===== src/rtl/uart_frame_loader_pkg.sv =====
// Shared types and constants for the UART frame loader and the datapath's
// uart_sel decode.
package uart_frame_loader_pkg;

    typedef enum logic [2:0] {
        ST_IDLE,
        ST_LEN,
        ST_HI,
        ST_LO,
        ST_CSUM
    } state_e;

    // Target codes; the datapath decodes uart_sel with these exact values.
    localparam logic [1:0] SEL_NONE = 2'd0;
    localparam logic [1:0] SEL_MEM  = 2'd1;
    localparam logic [1:0] SEL_INST = 2'd2;

    localparam logic [7:0] DEF_HDR_MEM  = 8'hA1;
    localparam logic [7:0] DEF_HDR_INST = 8'hA2;

endpackage


===== src/rtl/uart_frame_loader_idle_timer.sv =====
// Inter-byte idle timer: counts cycles while run is high and no clear arrives,
// and flags the cycle whose edge would bring the count to LIMIT.
module uart_idle_timer #(
    parameter int unsigned LIMIT = 100000
) (
    input  logic clk,
    input  logic reset,
    input  logic clear,
    input  logic run,
    output logic expired
);

    localparam int unsigned W = $clog2(LIMIT + 1);
    localparam logic [W-1:0] LAST = W'(LIMIT - 1);
    localparam logic [W-1:0] TOP  = W'(LIMIT);

    logic [W-1:0] count_q;
    logic [W-1:0] count_d;

    // A clear in the same cycle suppresses expiry, so an arriving byte wins.
    assign expired = run && !clear && (count_q == LAST);

    always_comb begin
        count_d = count_q;
        if (clear || !run) begin
            count_d = '0;
        end else if (count_q != TOP) begin
            count_d = count_q + 1'b1;
        end
    end

    always_ff @(posedge clk) begin
        if (reset) begin
            count_q <= '0;
        end else begin
            count_q <= count_d;
        end
    end

endmodule


===== src/rtl/uart_frame_loader.sv =====
// Parses header/length/payload/checksum byte frames from the UART receiver
// and emits big-endian 16-bit words towards the datapath load port.
module uart_frame_loader
    import uart_frame_loader_pkg::*;
#(
    parameter int unsigned TIMEOUT_CYCLES = 100000,
    parameter logic [7:0]  HDR_MEM        = DEF_HDR_MEM,
    parameter logic [7:0]  HDR_INST       = DEF_HDR_INST
) (
    input  logic        clk,
    input  logic        reset,
    input  logic        rx_valid,
    input  logic [7:0]  rx_data,
    output logic        uart_en,
    output logic [1:0]  uart_sel,
    output logic [15:0] uart_data,
    output logic        busy,
    output logic        frame_done,
    output logic        frame_err
);

    state_e      state_q, state_d;
    logic [7:0]  cnt_q, cnt_d;
    logic [7:0]  csum_q, csum_d;
    logic [7:0]  hi_q, hi_d;
    logic [15:0] data_q, data_d;
    logic [1:0]  sel_q, sel_d;
    logic        en_q, en_d;
    logic        done_q, done_d;
    logic        err_q, err_d;
    logic        timer_expired;

    assign busy       = (state_q != ST_IDLE);
    assign uart_en    = en_q;
    assign uart_sel   = sel_q;
    assign uart_data  = data_q;
    assign frame_done = done_q;
    assign frame_err  = err_q;

    uart_idle_timer #(
        .LIMIT(TIMEOUT_CYCLES)
    ) u_idle_timer (
        .clk    (clk),
        .reset  (reset),
        .clear  (rx_valid),
        .run    (busy),
        .expired(timer_expired)
    );

    always_comb begin
        state_d = state_q;
        cnt_d   = cnt_q;
        csum_d  = csum_q;
        hi_d    = hi_q;
        data_d  = data_q;
        sel_d   = sel_q;
        en_d    = 1'b0;
        done_d  = 1'b0;
        err_d   = err_q;

        if (rx_valid) begin
            unique case (state_q)
                ST_IDLE: begin
                    if (rx_data == HDR_MEM || rx_data == HDR_INST) begin
                        sel_d   = (rx_data == HDR_MEM) ? SEL_MEM : SEL_INST;
                        err_d   = 1'b0;
                        csum_d  = 8'h00;
                        state_d = ST_LEN;
                    end
                end
                ST_LEN: begin
                    if (rx_data == 8'h00) begin
                        err_d   = 1'b1;
                        sel_d   = SEL_NONE;
                        state_d = ST_IDLE;
                    end else begin
                        cnt_d   = rx_data;
                        state_d = ST_HI;
                    end
                end
                ST_HI: begin
                    hi_d    = rx_data;
                    csum_d  = csum_q ^ rx_data;
                    state_d = ST_LO;
                end
                ST_LO: begin
                    data_d  = {hi_q, rx_data};
                    csum_d  = csum_q ^ rx_data;
                    en_d    = 1'b1;
                    cnt_d   = cnt_q - 8'd1;
                    state_d = (cnt_q == 8'd1) ? ST_CSUM : ST_HI;
                end
                ST_CSUM: begin
                    if (rx_data == csum_q) begin
                        done_d = 1'b1;
                    end else begin
                        err_d = 1'b1;
                    end
                    sel_d   = SEL_NONE;
                    state_d = ST_IDLE;
                end
                default: state_d = ST_IDLE;
            endcase
        end else if (timer_expired) begin
            err_d   = 1'b1;
            sel_d   = SEL_NONE;
            hi_d    = 8'h00;
            state_d = ST_IDLE;
        end
    end

    always_ff @(posedge clk) begin
        if (reset) begin
            state_q <= ST_IDLE;
            cnt_q   <= 8'h00;
            csum_q  <= 8'h00;
            hi_q    <= 8'h00;
            data_q  <= 16'h0000;
            sel_q   <= SEL_NONE;
            en_q    <= 1'b0;
            done_q  <= 1'b0;
            err_q   <= 1'b0;
        end else begin
            state_q <= state_d;
            cnt_q   <= cnt_d;
            csum_q  <= csum_d;
            hi_q    <= hi_d;
            data_q  <= data_d;
            sel_q   <= sel_d;
            en_q    <= en_d;
            done_q  <= done_d;
            err_q   <= err_d;
        end
    end

endmodule


===== config.mk =====
export PLATFORM = sky130hd
export DESIGN_NAME = uart_frame_loader
export DESIGN_NICKNAME = d
export VERILOG_FILES = /design/src/rtl/uart_frame_loader_pkg.sv /design/src/rtl/uart_frame_loader_idle_timer.sv /design/src/rtl/uart_frame_loader.sv
export SDC_FILE = /design/constraint.sdc
export NUM_CORES = 1
export LEC_CHECK = 0
export CORE_ASPECT_RATIO = 0.8
export CORE_UTILIZATION = 30
export CTS_CLUSTER_DIAMETER = 200
export DETAILED_ROUTE_END_ITERATION = 16
export PLACE_DENSITY = 0.48
export SLEW_MARGIN = 40
export SYNTH_ARGS = -nofsm -noshare
export SYNTH_HDL_FRONTEND = slang
export SYNTH_SLANG_ARGS = --single-unit

===== constraint.sdc =====
create_clock -name clk -period 2.4 [get_ports clk]
set_clock_uncertainty 0.05 [all_clocks]
set_input_delay 0.24 -clock clk [delete_from_list [all_inputs] [get_ports clk]]
set_output_delay 0.24 -clock clk [all_outputs]
set_load 0.005 [all_outputs]

==> flow_summary.ini, run 1 <==
[worst_setup_path]
endpoint_kind = flop
slowest_stage = or4b_1
arrival_ps = 2180
critical_path_class = flop to flop
cp.required_ps = 2560
cp_top_family = simple AND/OR/NAND/NOR gates
crit_fanout = 5
cp.depth = 6
crit_path_start_kind = flop
crit_start = u_idle_timer.count_q[12]
crit_path_max_incr_delay_ps = 610
critPathBufInv = 1
cp_cell_sequence = or4b_1 > nor4_2 > buf_4 > nor2_1 > a22oi_1 > a21oi_1
rr_worst_depth = 6
rr_startpoint = u_idle_timer.count_q[12]

[routing]
drt_iter0_drc = 119
routedWlPerCell_um = 14.2
routed_wl_um = 8000
via_count = 2724
remaining_drc_errors = 0
ant_nets = 0
first_pass_iters = 4
viasPerCell = 4.84

[logic_synthesis]
synthTopCellsByArea = dfxtp_1, nand2_1, nor2_1
synth_edf_count = 0
yosys_most_used_dff = dfxtp_1
synthMuxAreaShare = 0.00978
synth_largest_area_cell = dfxtp_1
synth_common_cells = dfxtp_1, nand2_1, nor2_1
synth_xor_area_frac = 0.0599
synth-compound-area-share = 0.167
yosysWarnings = 0
synth_top_family_by_area = simple AND/OR/NAND/NOR gates
ys_seq_area_frac = 0.424
synth_nets = 397
avgSynthCellArea_um2 = 8.04
mappedNetlistArea_mm2 = 0.00307
synth-simple-area-share = 0.273
async_flop_share = 0
ys_ff_latch = 65
synth_top_area_frac = 0.424
synthAdderAreaFrac = 0.0163
ys_types = 46
synth.most_common_cell = dfxtp_1
syn_inst = 382

[floorplan]
die_x_um = 115
dieArea_mm2 = 0.0107
io_pins = 33
die_h_um = 92.5
start_util = 0.313
core_mm2 = 0.00981
num_rows = 32

[cts]
insertion_delay_ps = 330
cts.sink_count = 65
ctsHoldBuffers = 0
htree_levels = 3
cts_made_buffers = 9
clk_pin_slew_ps = 60
cts_tree = built
cts-root-buf = clkbuf_16
postCtsSetupBuffers = 0
cts_buffer_depth = 2
cts_resized = 0

[timing]
finalHoldViolations = 0
period_needed_ps = 2020
slew_violations = 0
setup_violations = 0
fin_hold_ws_ps = 402
min_period_over_period = 0.844
fmax_mhz = 494
fin_setup_tns_ps = 0
rsz0062_at_grt = false
timing.slew.headroom = 0.592
worst_slew_pin_slew_ps = 609

[global_routing]
grt_max_degree = 30
grt_pass1_wl_um = 13400
antenna_found_initial = 0
grt_pass1_vias = 2593
overflow = 0
grt.total_usage = 0.165

[power]
power.leakage_nw = 1.31
p_int_w = 0.00206
p_seq_frac = 0.413
power.density_mw_per_mm2 = 664
swShare = 0.213
peakVddDrop_mv = 0.369
combPwrFrac = 0.037
switching_power_w = 0.000557
pwr-share-clk = 0.550

[placed_design]
postPlaceCellArea_mm2 = 0.00362
io_buffers = 32
dp_hpwl_um = 5660
gp_congestion = 0.779
place_inst = 547

[outcome]
status = complete, no violations

[worst_hold_path]
hp-start = uart_data[7]
hp-class = flop to flop
worstHoldPathCells = 2

[final_layout]
area_growth_pct = 28.5
utilization = 0.402
drive_gt1_frac = 0.103
stdcell_count = 563
n_antenna_cell = 0
stdcell_area_mm2 = 0.00395
nets = 437

[job]
maxCapViolCount = 0
[final cells by class]
cell class,count,area (µm²)
fill,1010,5860
multi-input combinational,280,1620
sequential,65,1300
timing repair buffer,54,485
clock buffer,10,239
tap,136,170
clock inverter,6,90.1
inverter,12,45.0
[registers in the layout, indices dropped and copies added, names as in the netlist]
register	cells
uart_en	1
u_idle_timer.count_q	17
csum_q	8
hi_q	8
uart_data	16
frame_done	1
state_q	3
uart_sel	2
cnt_q	8
frame_err	1
[cells in the final DEF, fill, tap and decap left out, drive strengths merged, types with 12 or more instances in the layout]
cell type,count
buf,22
xnor2,14
inv,13
o21ai,20
a22oi,12
nor2,51
clkdlybuf4s50,32
a21oi,37
nand2,51
dfxtp,65
[per-layer routing]
metal	global-route usage	share of wire	vias to the layer above
li1	-	-	1404
met1	0.237	0.55	1276
met2	0.227	0.41	40
met3	0.0438	0.030	4
met4	0.0693	0.0080	0
met5	0	0	-
[tightest hold or removal path, delay by kind of cell, from the launching register on]
kind               cells  cell delay, ps
AOI/OAI and AO/OA      1              50
DFF                    1             310
and+or+nand+nor        1              50
[through the flow]
step           power (W)  worst slack, ps
2_1_floorplan    0.00116              465
3_3_place_gp     0.00120             75.7
3_5_place_dp     0.00120             14.2
4_1_cts          0.00265              349
5_1_grt          0.00272              162
6_report         0.00262              375
[final timing paths]
path / endpoint / slack, ps
min: uart_data[7] / 400
min reg2reg: uart_data[7] / 400
max reg2reg: state_q[1] / 380
max: state_q[1] / 380
[power by group through the flow]
stage          sequential (W)  clock (W)  combinational (W)
2_1_floorplan         0.00110          0          0.0000534
3_3_place_gp          0.00110          0           0.000100
3_5_place_dp          0.00110          0          0.0000984
4_1_cts               0.00108    0.00147          0.0000991
5_1_grt               0.00108    0.00153           0.000106
6_report              0.00108    0.00144          0.0000981
[cell families (layout without fill, tap and decap cells)]
group | count (synthesis) | count (layout)
adder cells (fa/ha/maj) | 4 | 4
XOR/XNOR | 21 | 21
buffers and inverters | 37 | 82
AND/OR/NAND/NOR | 167 | 167
multiplexers | 3 | 3
AO/OA/AOI/OAI | 85 | 85
flip-flops | 65 | 65
No activity file was read; power rests on OpenSTA's default activity.
==> run 2, diff against run 1 <==
clock period = 2 ns   (was 2.4 ns; I/O delays follow)
==> run 2 against run 1 <==
  * Critical path depth down 1
  * Routed wire length is 1.8% higher
  * First-iteration DRC count up 45%
  * Critical endpoint is now uart_sel[0]
  * Worst setup slack worse by 310 ps
  * Via count is 4.0% higher
  * Sequential share of layout area fell by 1.9 points
  * Non-clock buffer count is 22 higher
  * Clock power is 20% higher
  * Count of clock-buffer cells in the layout grew 1
==> flow_summary.ini, run 2 (synthesis results as in run 1) <==
[timing]
fin_setup_tns_ps = 0
fmax_mhz = 516
min_period_over_period = 0.970
rsz0062_at_grt = true
slew_violations = 0
finalHoldViolations = 0
worst_slew_pin_slew_ps = 587
period_needed_ps = 1940
setup_violations = 0
timing.slew.headroom = 0.609

[power]
p_seq_frac = 0.411
peakVddDrop_mv = 0.341
power_w = 0.00315
switching_power_w = 0.000649
combPwrFrac = 0.040
p_int_w = 0.00250
swShare = 0.206
power.density_mw_per_mm2 = 751
pwr-share-clk = 0.549
power.leakage_nw = 1.47

[worst_setup_path]
rr_startpoint = u_idle_timer.count_q[11]
endpoint_kind = flop
crit_path_max_incr_delay_ps = 600
cp.required_ps = 2210
arrival_ps = 2140
cp_cell_sequence = clkdlybuf4s50_1 > or4_4 > nor4b_4 > or4b_4 > mux2i_1
crit_fanout = 4
reg2reg_slack_ps = 90
crit_path_start_kind = primary input
crit_start = rx_data[2]
slowest_stage = or4_4
critical_path_class = primary input to flop

[global_routing]
grt_pass1_wl_um = 13400
grt_use_met2 = 0.258
grt_use_met1 = 0.215
antenna_found_initial = 0
grt_max_degree = 45
overflow = 0
grt_pass1_vias = 2735
grt.total_usage = 0.166
busiest_layer = met2
met3_usage = 0.0510

[final_layout]
area_growth_pct = 36.6
drive_gt1_frac = 0.174
utilization = 0.428
n_fill_cell = 978
regArea_mm2 = 0.00130
final_cell_mix = dfxtp_1, nand2_1, nor2_1
nets = 459
largest_reg_flops = 17
layout_commonest_cell = dfxtp_1
stdcell_area_mm2 = 0.00420
largest-register = u_idle_timer.count_q
n_antenna_cell = 0
multi_input_area_mm2 = 0.00170

[cts]
cts_tree = built
postCtsSetupBuffers = 0
cts_made_buffers = 9
htree_levels = 3
insertion_delay_ps = 330
cts-root-buf = clkbuf_16
cts_buffer_depth = 2
cts.sink_count = 65
clk_pin_slew_ps = 50

[floorplan]
num_rows = 32
core_mm2 = 0.00981
die_h_um = 92.5
dieArea_mm2 = 0.0107
die_x_um = 115
io_pins = 33
start_util = 0.313

[worst_hold_path]
hp-class = flop to flop
hp-start = uart_data[11]

[routing]
via_count = 2832
viasPerCell = 4.84
drt_iter0_drc = 173
routed_wl_um = 8140
ant_nets = 0
remaining_drc_errors = 0
first_pass_iters = 4
routedWlPerCell_um = 13.9

[placed_design]
dp_hpwl_um = 5740
gp_congestion = 0.802
io_buffers = 32
postPlaceCellArea_mm2 = 0.00378

[outcome]
status = complete, no violations

[job]
maxCapViolCount = 0
-- run 2: cell count changes in the layout (fill, tap and decap cells not counted), sizes merged --
cell,before,now
buf,22,44
inv,13,12
clkbuf,10,11
-- run 2: final timing paths --
kind,end,depth (start not counted)
setup / recovery,uart_sel[0],5
hold / removal,uart_data[11],2
setup reg to reg,hi_q[7],6
hold reg to reg,uart_data[11],2
-- run 2: final cells by class --
type                    count  share of cell area
repair buffers             76               0.155
multi-input cells         280               0.404
inverters                  12              0.0107
clock inverters             5              0.0185
well taps                 136              0.0406
clock buffers              11              0.0602
flip-flops and latches     65               0.310
-- run 2: metal layers --
metal  vias to the layer above  routed length, µm
met4                         0                111
li1                       1458                  -
met1                      1307               4060
met3                        12                375
met5                         -                  0
met2                        55               3600
-- run 2: power by group through the flow --
stage | combinational (W) | clock, W | sequential (W)
floorplan | 0.0000640 | 0 | 0.00132
global placement | 0.000123 | 0 | 0.00132
detailed placement | 0.000123 | 0 | 0.00132
CTS | 0.000123 | 0.00178 | 0.00130
global route | 0.000135 | 0.00183 | 0.00130
finish | 0.000125 | 0.00173 | 0.00130
-- run 2: metrics by stage --
step	setup slack, ps	hold slack (ps)	std cells
2_1_floorplan	105	286	382
3_3_place_gp	-317	393	569
3_5_place_dp	-333	398	569
4_1_cts	23.0	405	585
5_1_grt	-6.15	431	585
6_report	61.0	401	585
-- run 2: worst max-delay path, delay by kind of cell --
family	cells	cell delay, ps
simple gates	3	1350
buf+inv	1	450
mux	1	140
-- run 2: timing repair --
action / CTS / global route
setup endpoints to repair: 10 / 17
hold endpoints to repair: 0 / 0
pin swaps: 0 / 6
resized for setup: 3 / 13
hold buffers: 0 / 0
==> run 3, diff against run 2 <==
CAP_MARGIN = 20   (was not set)
HOLD_SLACK_MARGIN = 0.15   (was not set)
==> results of run 3 <==
Final layout, timing and power as in run 2 (identical DEF).
